`config.mk`:
```
export PLATFORM = sky130hd
export DESIGN_NAME = topk_sched
export DESIGN_NICKNAME = d
export VERILOG_FILES = /design/src/rtl/datatypes_p.sv /design/src/rtl/pair_sort_two.sv /design/src/rtl/topk_sched.sv
export SDC_FILE = /design/constraint.sdc
export NUM_CORES = 1
export LEC_CHECK = 0
export CAP_MARGIN = 0
export CORE_AREA = 2 2 147 149
export DETAILED_ROUTE_END_ITERATION = 16
export DIE_AREA = 0 0 149 151
export PLACE_DENSITY = 0.47
export SLEW_MARGIN = 25
export SYNTH_ARGS = -nofsm -noshare
export SYNTH_HDL_FRONTEND = slang
export SYNTH_SLANG_ARGS = --single-unit
```
`constraint.sdc`:
```
create_clock -name clk -period 6 [get_ports clk]
set_clock_uncertainty 0.1 [all_clocks]
set_input_delay 0.9 -clock clk [delete_from_list [all_inputs] [get_ports clk]]
set_output_delay 0.9 -clock clk [all_outputs]
set_load 0.005 [all_outputs]
```
`src/rtl/datatypes_p.sv`:
```
// Shared types for the k-NN datapath: coupled distance/address entries and
// the top-K sequencer state encoding.
package datatypes_p;

  localparam int unsigned DIST_BITS      = 12;
  localparam int unsigned ADDR_BITS      = 3;
  localparam int unsigned TOPK_K_DEFAULT = 4;

  // Distance in the upper bits, so an unsigned compare of the whole word
  // orders by distance first and address second.
  typedef struct packed {
    logic [DIST_BITS-1:0] d;
    logic [ADDR_BITS-1:0] addr;
  } coupled_dist_t;

  typedef enum logic [1:0] {
    StIdle,
    StInsert,
    StDrain
  } topk_state_t;

endpackage

```
`src/rtl/pair_sort_two.sv`:
```
// Combinational two-entry comparator: orders a pair of coupled distances.
// Smaller distance first, then smaller address; a full tie returns second
// as the smaller entry.
module pair_sort_two #(
  parameter int unsigned W = 15
) (
  input  logic [W-1:0] first,
  input  logic [W-1:0] second,
  output logic [W-1:0] smaller,
  output logic [W-1:0] larger
);

  // {d, addr} packing makes a plain unsigned compare the ranking rule.
  always_comb begin
    if (first < second) begin
      smaller = first;
      larger  = second;
    end else begin
      smaller = second;
      larger  = first;
    end
  end

endmodule

```
`src/rtl/topk_sched.sv`:
```
// Top-K selection sequencer. Keeps the K nearest candidates of a frame in a
// sorted list using one shared comparator per cycle, then drains the list
// in rank order.
module topk_sched
  import datatypes_p::*;
#(
  parameter int unsigned Bit = DIST_BITS,
  parameter int unsigned K   = TOPK_K_DEFAULT
) (
  input  logic                       clk,
  input  logic                       rst,
  input  logic                       in_valid,
  output logic                       in_ready,
  input  logic [Bit+ADDR_BITS-1:0]   in_dist,
  input  logic                       in_last,
  output logic                       out_valid,
  input  logic                       out_ready,
  output logic [Bit+ADDR_BITS-1:0]   out_dist,
  output logic [$clog2(K)-1:0]       out_rank,
  output logic                       out_last,
  output logic                       busy
);

  localparam int unsigned W  = Bit + ADDR_BITS;
  localparam int unsigned IW = $clog2(K);
  localparam int unsigned FW = $clog2(K + 1);

  topk_state_t  state_q, state_d;
  logic [W-1:0] list_q [K];
  logic [W-1:0] list_d [K];
  logic [K-1:0] vld_q, vld_d;
  logic [W-1:0] c_q, c_d;
  logic [IW-1:0] i_q, i_d;
  logic [IW-1:0] rank_q, rank_d;
  logic         last_q, last_d;

  logic [W-1:0]  cmp_second, cmp_small, cmp_large;
  logic [FW-1:0] fill;
  logic          drain_last;
  logic          walk_done;

  assign cmp_second = list_q[i_q];

  pair_sort_two #(
    .W (W)
  ) u_pair_sort_two (
    .first   (c_q),
    .second  (cmp_second),
    .smaller (cmp_small),
    .larger  (cmp_large)
  );

  // Fill count; vld is always a contiguous prefix of the list.
  always_comb begin
    fill = '0;
    for (int k = 0; k < K; k++) begin
      fill = fill + FW'(vld_q[k]);
    end
  end

  // Handshake-facing outputs decoded from the current state.
  always_comb begin
    in_ready   = (state_q == StIdle);
    busy       = (state_q != StIdle);
    out_valid  = (state_q == StDrain);
    out_rank   = rank_q;
    drain_last = (state_q == StDrain) && (FW'(rank_q) == fill - FW'(1));
    out_last   = drain_last;
    out_dist   = out_valid ? list_q[rank_q] : '0;
  end

  // Next-state: insertion walk and rank-ordered drain.
  always_comb begin
    state_d   = state_q;
    list_d    = list_q;
    vld_d     = vld_q;
    c_d       = c_q;
    i_d       = i_q;
    rank_d    = rank_q;
    last_d    = last_q;
    walk_done = 1'b0;

    unique case (state_q)
      StIdle: begin
        if (in_valid) begin
          c_d     = in_dist;
          i_d     = '0;
          last_d  = in_last;
          state_d = StInsert;
        end
      end

      StInsert: begin
        if (!vld_q[i_q]) begin
          list_d[i_q] = c_q;
          vld_d[i_q]  = 1'b1;
          walk_done   = 1'b1;
        end else begin
          // Keep the nearer entry in this slot, carry the farther one down.
          list_d[i_q] = cmp_small;
          c_d         = cmp_large;
          if (i_q == IW'(K - 1)) begin
            walk_done = 1'b1;  // carried entry falls off the end
          end else begin
            i_d = i_q + 1'b1;
          end
        end
        if (walk_done) begin
          state_d = last_q ? StDrain : StIdle;
        end
      end

      StDrain: begin
        if (out_ready) begin
          if (drain_last) begin
            vld_d   = '0;
            rank_d  = '0;
            state_d = StIdle;
            for (int k = 0; k < K; k++) begin
              list_d[k] = '0;
            end
          end else begin
            rank_d = rank_q + 1'b1;
          end
        end
      end

      default: state_d = StIdle;
    endcase
  end

  // All sequencer state, asynchronously cleared.
  always_ff @(posedge clk or negedge rst) begin
    if (!rst) begin
      state_q <= StIdle;
      vld_q   <= '0;
      c_q     <= '0;
      i_q     <= '0;
      rank_q  <= '0;
      last_q  <= 1'b0;
      for (int k = 0; k < K; k++) begin
        list_q[k] <= '0;
      end
    end else begin
      state_q <= state_d;
      vld_q   <= vld_d;
      c_q     <= c_d;
      i_q     <= i_d;
      rank_q  <= rank_d;
      last_q  <= last_d;
      for (int k = 0; k < K; k++) begin
        list_q[k] <= list_d[k];
      end
    end
  end

endmodule

```
==> run_results.csv, run 1 <==
group,metric,value,unit
yosys,synth.area.top_cells,"dfrtp_1 39%, a221o_1 11%, mux4_2 10%, and2_1 8.5%, mux2_2 4.7%",
yosys,synth-main-ff-cell,"dfrtp_1",
floorplanning,dieWidth,149,um
cells_and_area,antenna_cells,0,
yosys,postSynthAreaPerCell,11.8,um2
cells_and_area,fin_area,0.00656,mm2
worst_setup_path,cp_cell_sequence,"buf_4 -> mux4_2 -> inv_1 -> ha_1 -> a211oi_1 -> o21ai_0 -> a221o_1 -> o31ai_4 -> a221o_1",
worst_setup_path,critPathRequiredTime,6.19,ns
place,gp_congestion,0.791,
place,place_area,0.00623,mm2
yosys,synth_cells,471,
sta,maxSlewHeadroom,26.9,%
sta,period_share,74.1,%
worst_setup_path,cp-start-kind,"flip-flop",
grt,grt_overflow,0,
clocking,cts_setup_buffers,0,
worst_setup_path,max_stage_delay,1.02,ns
yosys,ys_warn_count,0,
grt,grt_usage,16.7,%
power,ir_drop,0.199,mV
worst_setup_path,rr_worst_depth,9,
cells_and_area,final_cell_mix,"85 x dfrtp_1, 75 x and2_1, 61 x a221o_1",
sta,setup_tns,0,ns
cells_and_area,layout.cells.non_filler,784,
worst_hold_path,hold_path.class,"in -> async",
worst_setup_path,cp.arrival,4.64,ns
yosys,async_flop_share,100,%
routing,via_count,4300,
yosys,yosysTopAreaCell,"dfrtp_1",
place,io_buffer_count,40,
sta,fmax,225,MHz
routing,drc_errors,0,
yosys,yosys_register_bits,86,
routing,wl_per_cell,23.0,um
floorplanning,coreArea,0.0208,mm2
power,power,3.97,mW
power,cellPowerDensity,605,mW/mm2
worst_setup_path,crit_path_end_kind,"flip-flop",
clocking,clkTransAtPathRegs,0.06,ns
worst_setup_path,r2r_slack,1.55,ns
clocking,clock-sinks,86,
cells_and_area,drive_gt1_share,20.8,%
yosys,synth_nets,512,
floorplanning,die_area,0.0225,mm2
place,dp.final_hpwl,11300,um
grt,grt_max_degree,54,
floorplanning,ios,41,
worst_setup_path,timing.rr.end,"list_q[20]$_DFFE_PN0P_",
worst_setup_path,r2r_start,"i_q[0]$_DFFE_PN0P_",
floorplanning,rows,53,
cells_and_area,area_growth_syn_to_layout,18.3,%
power,p_leak,2.78,nW
worst_setup_path,crit_slowest_cell,"o31ai_4",
cells_and_area,fill_cells,2128,
clocking,clockRootBuffer,"clkbuf_16",
clocking,clk_latency,0.36,ns
clocking,ctsResizeCount,0,
yosys,synth-edff-count,0,
place,placed_cells,767,
clocking,cts_made_buffers,9,
sta,worstMarginPinSlew,1.10,ns
yosys,synthMuxAreaShare,20.2,%
yosys,synth_top_family_by_area,"multiplexers",
job,cap_viol_max_count,0,
yosys,synthAdderAreaFrac,4.87,%
clocking,cts_tree,"yes",
worst_setup_path,cpMostUsedCell,"a221o_1",
routing,ant_nets,0,
worst_setup_path,crit_fanout,15,
grt,antenna_found_initial,0,
grt,grt_pass1_wl,27800,um
worst_setup_path,worstSetupPathType,"reg -> reg",
floorplanning,die_y,151,um
sta,fin_crit,4.45,ns
floorplanning,start_util,26.6,%
cells_and_area,final_common_cell,"dfrtp_1",
sta,slew_viol_final,0,
grt,grt_pass1_vias,4588,
sta,finalSetupViolCount,0,
status,status,"finished clean",
cells_and_area,layout.nets,545,
yosys,synth_xor_xnor_area_share,0.316,%
yosys,synth_top_area_share,38.8,%
yosys,syn-cell-area,0.00555,mm2
yosys,synth_compound_area_share,18.2,%
clocking,cts_max_path_buffers,2,
sta,rsz0062_at_grt,"no",
clocking,hold_buffers,0,
routing,drtIter0Drc,338,
routing,firstDrtPassIters,4,
clocking,ctsHtreeMaxLevel,3,
sta,hold_viol,0,
yosys,synth_seq_area_share,38.8,%
yosys,synth.distinct_cells,45,
routing,wirelength,18000,um
yosys,synthSimpleGateAreaFrac,12.9,%
routing,vias_per_cell,5.48,
state kept, by name (all words and copies together), names as in the netlist:
name / count
c_q: 15
out_rank: 2
i_q: 2
vld_q: 4
state_q: 2
list_q: 60
last_q: 1
worst max path at each step:
stage	start	end	slack (ns)	cells after the start
2_1_floorplan	i_q[0]$_DFFE_PN0P_	c_q[10]$_DFFE_PN0P_	2.45	13
3_5_place_dp	i_q[0]$_DFFE_PN0P_	list_q[37]$_DFFE_PN0P_	1.57	9
4_1_cts	i_q[0]$_DFFE_PN0P_	list_q[37]$_DFFE_PN0P_	1.55	9
3_3_place_gp	i_q[0]$_DFFE_PN0P_	list_q[33]$_DFFE_PN0P_	1.68	9
5_1_grt	i_q[0]$_DFFE_PN0P_	list_q[12]$_DFFE_PN0P_	1.36	9
6_report	i_q[0]$_DFFE_PN0P_	list_q[20]$_DFFE_PN0P_	1.55	9
metal layers:
| layer | GRT usage [%] | share of wire [%] |
|---|---|---|
| met1 | 20.9 | 43 |
| met2 | 26.9 | 47 |
| met5 | 0 | 0 |
| met4 | 8.00 | 3.2 |
| met3 | 4.31 | 6.5 |
critical path: cells and delay by family, from the launching register on:
kind            cells  cell delay, ns
mux                 1            0.56
compound gates      5            2.28
buf+inv             2            0.44
fa+ha+maj           1            0.25
flops               1            0.75
synth_stat cells, types with 4 or more instances:
library cell   n
a21oi_1       14
and2_1        75
ha_1          20
o21ai_0       21
buf_2         11
buf_6          4
mux2_4        11
nand2_1        9
or2_2          5
mux4_1         5
a221o_1       61
inv_1         26
dfrtp_1       86
clkbuf_1      10
o31ai_2        4
nor2_1        24
mux4_2        25
mux2_2        23
o211a_1        4
kinds of logic (layout without fill, tap and decap cells):
logic type      count (synthesis)  in the layout
flops                          86             86
compound gates                116            116
mux                            64             64
simple gates                  128            128
xor+xnor                        2              2
buf+inv                        54             92
fa+ha+maj                      21             21
power breakdown:
| group | switching [mW] | leakage (nW) | internal, mW |
|---|---|---|---|
| logic | 1.17 | 1.52 | 1.07 |
| clock network | 0.245 | 0.157 | 0.375 |
| registers | 0.290 | 1.10 | 0.817 |
| total | 1.70 | 2.78 | 2.26 |
area by class of cell:
type                       count  area [um2]  area share, %
inverter                      26        97.6           1.49
multi-input combinational    331        3170           48.3
sequential                    86        2150           32.8
tap                          275         344           5.24
timing repair buffer          50         480           7.32
clock inverter                 4        70.1           1.07
clock buffer                  12         246           3.76
metrics by stage:
| step | setup WS (ns) | utilization [%] | hold slack, ns |
|---|---|---|---|
| after floorplan | 2.45 | - | 0.379 |
| after global placement | 1.68 | 29.9 | 0.393 |
| after detailed placement | 1.57 | 29.9 | 0.401 |
| after CTS | 1.55 | 31.4 | 0.415 |
| after global routing | 1.36 | 31.5 | 0.434 |
| final | 1.55 | 31.5 | 0.401 |
Note: power is estimated with default switching activity, not from simulation.
==> inputs of run 2 (changes only) <==
==> constraint.sdc (replaced) <==
create_clock -name clk -period 4.4 [get_ports clk]
set_clock_uncertainty 0.1 [all_clocks]
set_input_delay 0.66 -clock clk [delete_from_list [all_inputs] [get_ports clk]]
set_output_delay 0.66 -clock clk [all_outputs]
set_load 0.005 [all_outputs]
==> run_results.csv, run 2 (synthesis results as in run 1) <==
group,metric,value,unit
status,status,"finished clean",
floorplanning,rows,53,
sta,worst_slack,0.303,ns
place,dp_slack,0.421,ns
grt,antenna_found_initial,0,
worst_setup_path,crit_fanout,15,
sta,worstMarginPinSlew,1.03,ns
power,p_leak,2.82,nW
clocking,clockRootBuffer,"clkbuf_16",
routing,vias_per_cell,5.46,
power,power_frac_clock,15.6,%
routing,drtIter0Drc,300,
routing,wirelength,18100,um
routing,wl_per_cell,22.7,um
clocking,clock-sinks,86,
job,cap_viol_max_count,0,
power,p_comb_share,57.0,%
clocking,clkTransAtPathRegs,0.07,ns
clocking,cts_tree,"yes",
grt,grt_pass1_vias,4414,
sta,fin_crit,4.10,ns
power,swShare,42.9,%
place,place_area,0.00629,mm2
grt,grt_usage,16.5,%
sta,finalSetupViolCount,0,
worst_setup_path,crit_path_end_kind,"flip-flop",
worst_setup_path,r2r_start,"i_q[0]$_DFFE_PN0P_",
worst_setup_path,worstSetupPathType,"reg -> reg",
floorplanning,start_util,26.6,%
power,p_switching,2.33,mW
grt,grt_overflow,0,
floorplanning,die_y,151,um
sta,fmax,244,MHz
place,gp_congestion,0.823,
cells_and_area,area_growth_syn_to_layout,19.1,%
worst_setup_path,cp-start-kind,"flip-flop",
cells_and_area,fin_area,0.00661,mm2
sta,rsz0062_at_grt,"no",
floorplanning,coreArea,0.0208,mm2
routing,via_count,4336,
worst_setup_path,rr_worst_depth,9,
worst_setup_path,r2r_slack,0.30,ns
sta,slew_viol_final,0,
clocking,hold_buffers,0,
sta,maxSlewHeadroom,31.3,%
power,seqPwrFrac,27.4,%
power,p_int,3.11,mW
sta,holdWs,0.245,ns
worst_hold_path,hold_path.class,"in -> async",
sta,hold_viol,0,
worst_setup_path,cp-startpoint,"i_q[0]$_DFFE_PN0P_",
worst_setup_path,cp.arrival,4.23,ns
clocking,clk_latency,0.36,ns
clocking,cts_made_buffers,9,
place,dp.final_hpwl,11800,um
clocking,ctsHtreeMaxLevel,3,
cells_and_area,antenna_cells,0,
cells_and_area,largest_registers,"list_q: 60 flops, c_q: 15 flops, vld_q: 4 flops",
cells_and_area,largest_register_ffs,60,
cells_and_area,fill_cells,2126,
grt,grt_max_degree,49,
routing,ant_nets,0,
power,ir_drop,0.338,mV
worst_setup_path,endpoint,"list_q[12]$_DFFE_PN0P_",
grt,grt_pass1_wl,27600,um
cells_and_area,final_common_cell,"dfrtp_1",
cells_and_area,final_cell_mix,"86 x dfrtp_1, 75 x and2_1, 61 x a221o_1",
cells_and_area,layout.nets,555,
floorplanning,die_area,0.0225,mm2
worst_setup_path,timing.rr.end,"list_q[12]$_DFFE_PN0P_",
floorplanning,ios,41,
cells_and_area,regMostFlops,"list_q",
floorplanning,dieWidth,149,um
sta,period_share,93.1,%
power,cellPowerDensity,823,mW/mm2
clocking,cts_max_path_buffers,2,
clocking,cts_setup_buffers,0,
cells_and_area,drive_gt1_share,22.5,%
sta,setup_tns,0,ns
worst_setup_path,critPathRequiredTime,4.53,ns
routing,drc_errors,0,
routing,firstDrtPassIters,5,
clocking,ctsResizeCount,0,
place,io_buffer_count,40,
run 2: area by class of cell:
class | instances | area, um2 | share of cell area (%)
repair buffers | 60 | 552 | 8.35
multi-input cells | 331 | 3150 | 47.6
clock inverters | 6 | 86.3 | 1.31
inverters | 26 | 97.6 | 1.48
clock buffers | 10 | 229 | 3.47
well taps | 275 | 344 | 5.21
flip-flops and latches | 86 | 2150 | 32.6
run 2: power groups by stage:
stage,clock [mW],sequential (mW),combinational (mW)
after global placement,0,1.47,3.02
after detailed placement,0,1.49,3.07
after global routing,0.897,1.53,3.33
after floorplan,0,1.32,2.34
final,0.851,1.49,3.10
after CTS,0.865,1.48,3.09
run 2: critical path, stage by stage, from the launching register on:
cell,delay [ns]
dfrtp_1,0.80
buf_4,0.31
mux4_2,0.55
inv_1,0.07
ha_1,0.23
o21ai_0,0.16
o21ai_0,0.11
a221o_1,0.51
o211a_1,0.66
a221o_1,0.45
run 2: worst min path at each step:
stage / startpoint / to / slack, ns / depth (start not counted)
6_report: rst / list_q[1]$_DFFE_PN0P_ / 0.24 / 1
5_1_grt: rst / list_q[46]$_DFFE_PN0P_ / 0.29 / 1
4_1_cts: rst / list_q[3]$_DFFE_PN0P_ / 0.26 / 1
3_5_place_dp: last_q$_DFFE_PN0P_ / last_q$_DFFE_PN0P_ / 0.41 / 1
3_3_place_gp: last_q$_DFFE_PN0P_ / state_q[1]$_DFFE_PN0P_ / 0.39 / 1
2_1_floorplan: rst / c_q[0]$_DFFE_PN0P_ / 0.26 / 0
run 2: per-stage QoR:
stage | power, mW | instances | util (%)
after floorplan | 3.66 | 471 | -
after global placement | 4.50 | 777 | 30.2
after detailed placement | 4.55 | 778 | 30.2
after CTS | 5.44 | 794 | 31.7
after global routing | 5.76 | 794 | 31.7
final | 5.44 | 794 | 31.7
run 2: metal layers:
metal,GRT usage [%],wire length [um],vias up
met5,0,0,-
met4,7.05,470,0
met3,3.89,1170,34
met2,26.1,8410,182
met1,21.8,8000,2230
li1,-,-,1890
==> inputs of run 3 (changes only) <==
--- a/config.mk
+++ b/config.mk
@@ -5,11 +5,11 @@
 export SDC_FILE = /design/constraint.sdc
 export NUM_CORES = 1
 export LEC_CHECK = 0
-export CAP_MARGIN = 0
 export CORE_AREA = 2 2 147 149
 export DETAILED_ROUTE_END_ITERATION = 16
 export DIE_AREA = 0 0 149 151
 export PLACE_DENSITY = 0.47
+export SETUP_SLACK_MARGIN = 0.2
 export SLEW_MARGIN = 25
 export SYNTH_ARGS = -nofsm -noshare
 export SYNTH_HDL_FRONTEND = slang
==> results of run 3 <==
Same layout as run 2: the final DEF is identical, and so are final timing and power.
==> RTL edit 1 (settings of run 2) <==
Reset style: synchronous (`rst`), changed in one clocked block. Comments in the files are not updated.
--- a/src/rtl/topk_sched.sv
+++ b/src/rtl/topk_sched.sv
@@ -132,3 +132,3 @@
   // All sequencer state, asynchronously cleared.
-  always_ff @(posedge clk or negedge rst) begin
+  always_ff @(posedge clk) begin
     if (!rst) begin
Check against the original RTL: differs if rst is asserted again (counterexample within 4 cycles, from zero or initial values and one cycle with rst low); with rst held inactive, the same outputs for 10 cycles.
==> RTL edit 1 against run 2 <==
- critical path depth up 2
- worst setup slack better by 0.57 ns
- sequential cell count stayed put
- hold slack improved by 0.14 ns
- wire length decreased by 9.8%
- cell area shrank 0.59%
- synthesized area increased by 1.2%
- die area unchanged
- sequential share of layout area fell by 6.4 points
- highest routed layer unchanged
Power is not compared: it rests on default switching activity, and its combinational part moved more than twofold at a synthesized area within 25%.
==> RTL edit 1: results (changes against run 2) <==
| Metric | Value |
|---|---|
| WL/cell | `17.61 um (-23%)` |
| Count of cell types in the netlist | `38 (-16%)` |
| Share of layout cells above drive strength 1 | `19.72% (-2.8 points)` |
| HP Class | `flop to flop` |
| Post-Syn Nets | `669 (+31%)` |
| Synth Flop Type | `dfxtp_1` |
| First-pass GRT wire length | `26140 um (-5.4%)` |
| Status | `finished clean` |
| Register area share after synthesis | `30.66% (-8.1 points)` |
| Worst slew margin | `49.50% (+18 points)` |
| CP max FO | `60 (+45)` |
| Most area-consuming cells after synthesis | `dfxtp_1 (31%), o211ai_2 (14%), mux4_2 (12%)` |
| Fin cells | `924 (+16%)` |
| Async set-reset flop share out of synthesis | `0% (-100 points)` |
| Routability cong. | `0.8137 (-1.1%)` |
| Dpl hpwl | `10890 um (-7.4%)` |
| Worst skew pair latency | `0.34 ns (-0.02 ns)` |
| GRT Overall Usage | `14.87% (-1.7 points)` |
| Avg Cell Area, Syn | `8.942 um^2 (-24%)` |
| Vias in the first global route | `4852 (+9.9%)` |
| Fill cell count | `2222 (+4.5%)` |
| Post-place setup slack | `0.8955 ns (+0.4740 ns)` |
| Worst Setup SP | `i_q[1]$_SDFFE_PN0P_` |
| 1st-iter DRT viols | `397 (+32%)` |
| Pin count of the biggest net entering global routing | `61 (+24%)` |
| Synth top cells by count | `nand2_1 (171), dfxtp_1 (86), nand4_1 (61), o211ai_2 (61), clkbuf_1 (38)` |
| First-pass DRT Iterations | `4 (-1)` |
| WP data arrival | `3.70 ns (-0.53 ns)` |
## RTL edit 1: power groups by stage
stage / clock (mW) / combinational, mW / sequential, mW
2_1_floorplan: 0 / 0.195 / 0.826
5_1_grt: 0.884 / 0.285 / 0.822
4_1_cts: 0.849 / 0.260 / 0.819
6_report: 0.832 / 0.259 / 0.820
3_5_place_dp: 0 / 0.259 / 0.837
3_3_place_gp: 0 / 0.255 / 0.836
## RTL edit 1: area by class of cell
class                           instances  area share (%)
Multi-Input combinational cell        467           54.11
Sequential cell                        86           26.21
Timing Repair Buffer                   58           8.343
Tap cell                              275           5.238
Clock buffer                           13           3.810
Inverter                               22           1.257
Clock inverter                          3           1.029
## RTL edit 1: stage by stage
| stage | power (mW) | area [um^2] |
|---|---|---|
| 2_1_floorplan | 1.021 | 5615 |
| 3_3_place_gp | 1.090 | 6248 |
| 3_5_place_dp | 1.096 | 6248 |
| 4_1_cts | 1.928 | 6566 |
| 5_1_grt | 1.991 | 6569 |
| 6_report | 1.911 | 6569 |
## RTL edit 1: metal layers
metal | global-route usage [%] | wire [um] | part of all wire, % | vias to the layer above
li1 | - | - | - | 2305
met1 | 19.68 | 7383 | 45 | 2306
met2 | 24.06 | 7531 | 46 | 135
met3 | 2.922 | 1010 | 6.2 | 24
met4 | 5.619 | 347 | 2.1 | 0
met5 | 0 | 0 | 0 | -
## RTL edit 1: path summary, 6_finish.rpt
kind,to,slack (ns),depth (start not counted)
max,list_q[45]$_SDFFE_PN0P_,0.87,11
min,last_q$_SDFFE_PN0P_,0.38,2
max reg2reg,list_q[45]$_SDFFE_PN0P_,0.87,11
min reg2reg,last_q$_SDFFE_PN0P_,0.38,2
## RTL edit 1: worst max-delay path: stages, from the launching register on
cell	delay, ns
dfxtp_1	0.33
buf_4	0.37
mux4_2	0.62
inv_1	0.14
ha_1	0.25
a21oi_1	0.14
o21ai_0	0.11
a221o_1	0.37
nand2_1	0.09
buf_4	0.55
nand4_1	0.23
o211ai_2	0.12
## RTL edit 1: logic make-up (layout without fill, tap and decap cells)
group / count (synthesis) / in the layout / share of synthesized area, %
AND/OR/NAND/NOR: 288 / 288 / 23.89
AO/OA/AOI/OAI: 109 / 109 / 18.96
flip-flops: 86 / 86 / 30.66
buffers and inverters: 75 / 96 / 6.261
multiplexers: 47 / 47 / 15.11
adder cells (fa/ha/maj): 21 / 21 / 4.813
XOR/XNOR: 2 / 2 / 0.3120
==> RTL edit 2 (settings of run 2) <==
Made on the original files. The package constant `ADDR_BITS` goes from 3 to 2.
--- a/src/rtl/datatypes_p.sv
+++ b/src/rtl/datatypes_p.sv
@@ -5,3 +5,3 @@
   localparam int unsigned DIST_BITS      = 12;
-  localparam int unsigned ADDR_BITS      = 3;
+  localparam int unsigned ADDR_BITS      = 2;
   localparam int unsigned TOPK_K_DEFAULT = 4;
Interface: changed (resized in_dist and out_dist); port bits go from 41 to 39. No check against the original RTL was run, so the function may have changed too.
==> RTL edit 2 against run 2 <==
- synthesized area fell by 17%
- cell count fell by 8.1%
- cell area fell by 16%
- utilization fell by 5.0 points
- wire length fell by 30%
- sequential cell count fell by 5
- sequential share of layout area rose by 3.9 points
- count of clock-buffer cells in the layout did not move
- power fell by 14%
- worst setup slack improved by 0.25 ns
- critical endpoint is now list_q[50]$_DFFE_PN0P_
- largest power group unchanged
- highest routed layer unchanged
==> RTL edit 2: results (changes against run 2) <==
| Metric | Value |
|---|---|
| Metal1 wirelength | `6077 um (-24%)` |
| HP Class | `input pin to async pin` |
| Worst skew pair latency | `0.34 ns (-0.02 ns)` |
| Nets | `489 (-12%)` |
| WHS | `0.2710 ns (+0.02631 ns)` |
| WL met2 | `5845 um (-30%)` |
| FF-to-FF End | `list_q[50]$_DFFE_PN0P_` |
| Post-Syn Nets | `463 (-9.6%)` |
| First-pass GRT wire length | `20200 um (-27%)` |
| Routability cong. | `0.8025 (-2.5%)` |
| Critical-path top delay cell | `a221oi_1` |
| Largest regs | `list_q x56, c_q x14, vld_q x4` |
| FF-to-FF Start | `i_q[0]$_DFFE_PN0P_` |
| Pin count of the biggest net entering global routing | `82 (+67%)` |
| PortBufs | `38 (-5.0%)` |
| CP max stage delay | `0.71 ns (-0.09 ns)` |
| Status | `finished clean` |
| CP max FO | `14 (-1)` |
| Vias in the first global route | `3512 (-20%)` |
| Leakage | `2.321 nW (-18%)` |
| Register area share after synthesis | `44.03% (+5.2 points)` |
| Most area-consuming cells after synthesis | `dfrtp_1 (44%), mux4_2 (14%), nand3_1 (6.5%)` |
| GRT met2 Usage | `18.27% (-7.8 points)` |
| Top Metal Used | `met4` |
| Met3 GRT Util | `2.349% (-1.5 points)` |
| Vias after detailed routing | `3499 (-19%)` |
| First-pass DRT Iterations | `4 (-1)` |
| R2R setup slack | `0.55 ns (+0.25 ns)` |
| Dpl hpwl | `8959 um (-24%)` |
| GRT Overall Usage | `11.68% (-4.9 points)` |
| Fill cell count | `2202 (+3.6%)` |
| Met1 usage | `16.25% (-5.6 points)` |
| Share of layout cells above drive strength 1 | `14.51% (-8.0 points)` |
| Synth top cells by count | `dfrtp_1 (81), nand3_1 (60), o21ai_1 (49), mux4_2 (28), inv_1 (23)` |
| Count of cell types in the netlist | `41 (-8.9%)` |
| Peak supply drop | `232.8 uV (-31%)` |
| Slew @ Worst Pin | `1.001 ns (-0.02898 ns)` |
| Met3 WL post-DR | `500 um (-57%)` |
RTL edit 2: cell types whose count changed in the layout (fill, tap and decap cells not counted), moves of 6 or more:
cell,change
and2_1,-61
a221o_1,-47
mux2_2,-20
mux2_4,-11
buf_4,-13
nor2_1,-13
mux2i_1,+16
o21ai_0,-6
nand3_1,+56
o21ai_1,+49
and3_1,+14
RTL edit 2: final cells by class:
class / count / area [um^2] / share of cell area, %
clock buffers: 10 / 229.0 / 4.120
clock inverters: 6 / 66.31 / 1.193
inverters: 24 / 90.09 / 1.621
multi-input cells: 289 / 2367 / 42.59
flip-flops and latches: 81 / 2027 / 36.47
well taps: 275 / 344.1 / 6.191
repair buffers: 45 / 434.2 / 7.812
RTL edit 2: per-stage QoR:
stage / worst slack [ns] / power [mW] / instance area [um^2] / instances
2_1_floorplan: 0.8564 / 3.193 / 4603 / 424
3_3_place_gp: 0.5076 / 3.878 / 5251 / 714
3_5_place_dp: 0.5627 / 3.927 / 5251 / 714
4_1_cts: 0.5521 / 4.693 / 5547 / 730
5_1_grt: 0.3633 / 5.039 / 5558 / 730
6_report: 0.5497 / 4.668 / 5558 / 730
RTL edit 2: power by group:
part / internal, mW / switching, mW / total [mW]
Combinational: 1.13 / 1.38 / 2.51
Clock: 0.443 / 0.315 / 0.758
Sequential: 1.06 / 0.342 / 1.40
RTL edit 2: worst register-to-register path, delay by kind of cell, from the launching register on:
| family | cells | cell delay (ns) |
|---|---|---|
| compound gates | 4 | 1.34 |
| fa+ha+maj | 1 | 0.26 |
| buf+inv | 1 | 0.08 |
| flops | 1 | 0.68 |
| mux | 2 | 1.17 |
| simple gates | 1 | 0.07 |
RTL edit 2: worst max-delay path by stage:
stage                  startpoint                      to  slack [ns]
5_1_grt        i_q[0]$_DFFE_PN0P_      c_q[6]$_DFFE_PN0P_        0.36
2_1_floorplan  i_q[0]$_DFFE_PN0P_     c_q[10]$_DFFE_PN0P_        0.86
3_5_place_dp   i_q[0]$_DFFE_PN0P_      c_q[5]$_DFFE_PN0P_        0.56
3_3_place_gp   i_q[0]$_DFFE_PN0P_      c_q[9]$_DFFE_PN0P_        0.51
6_report       i_q[0]$_DFFE_PN0P_  list_q[50]$_DFFE_PN0P_        0.55
4_1_cts        i_q[0]$_DFFE_PN0P_      c_q[3]$_DFFE_PN0P_        0.55
RTL edit 2: logic make-up after synthesis:
group | count (synthesis) | share of synthesized area [%]
muxes | 47 | 17.91
buffers and inverters | 54 | 4.811
and+or+nand+nor | 126 | 14.41
xor gates and xnor gates | 2 | 0.3806
DFF | 81 | 44.03
AOI/OAI and AO/OA | 94 | 12.86
adders and majority gates | 20 | 5.599
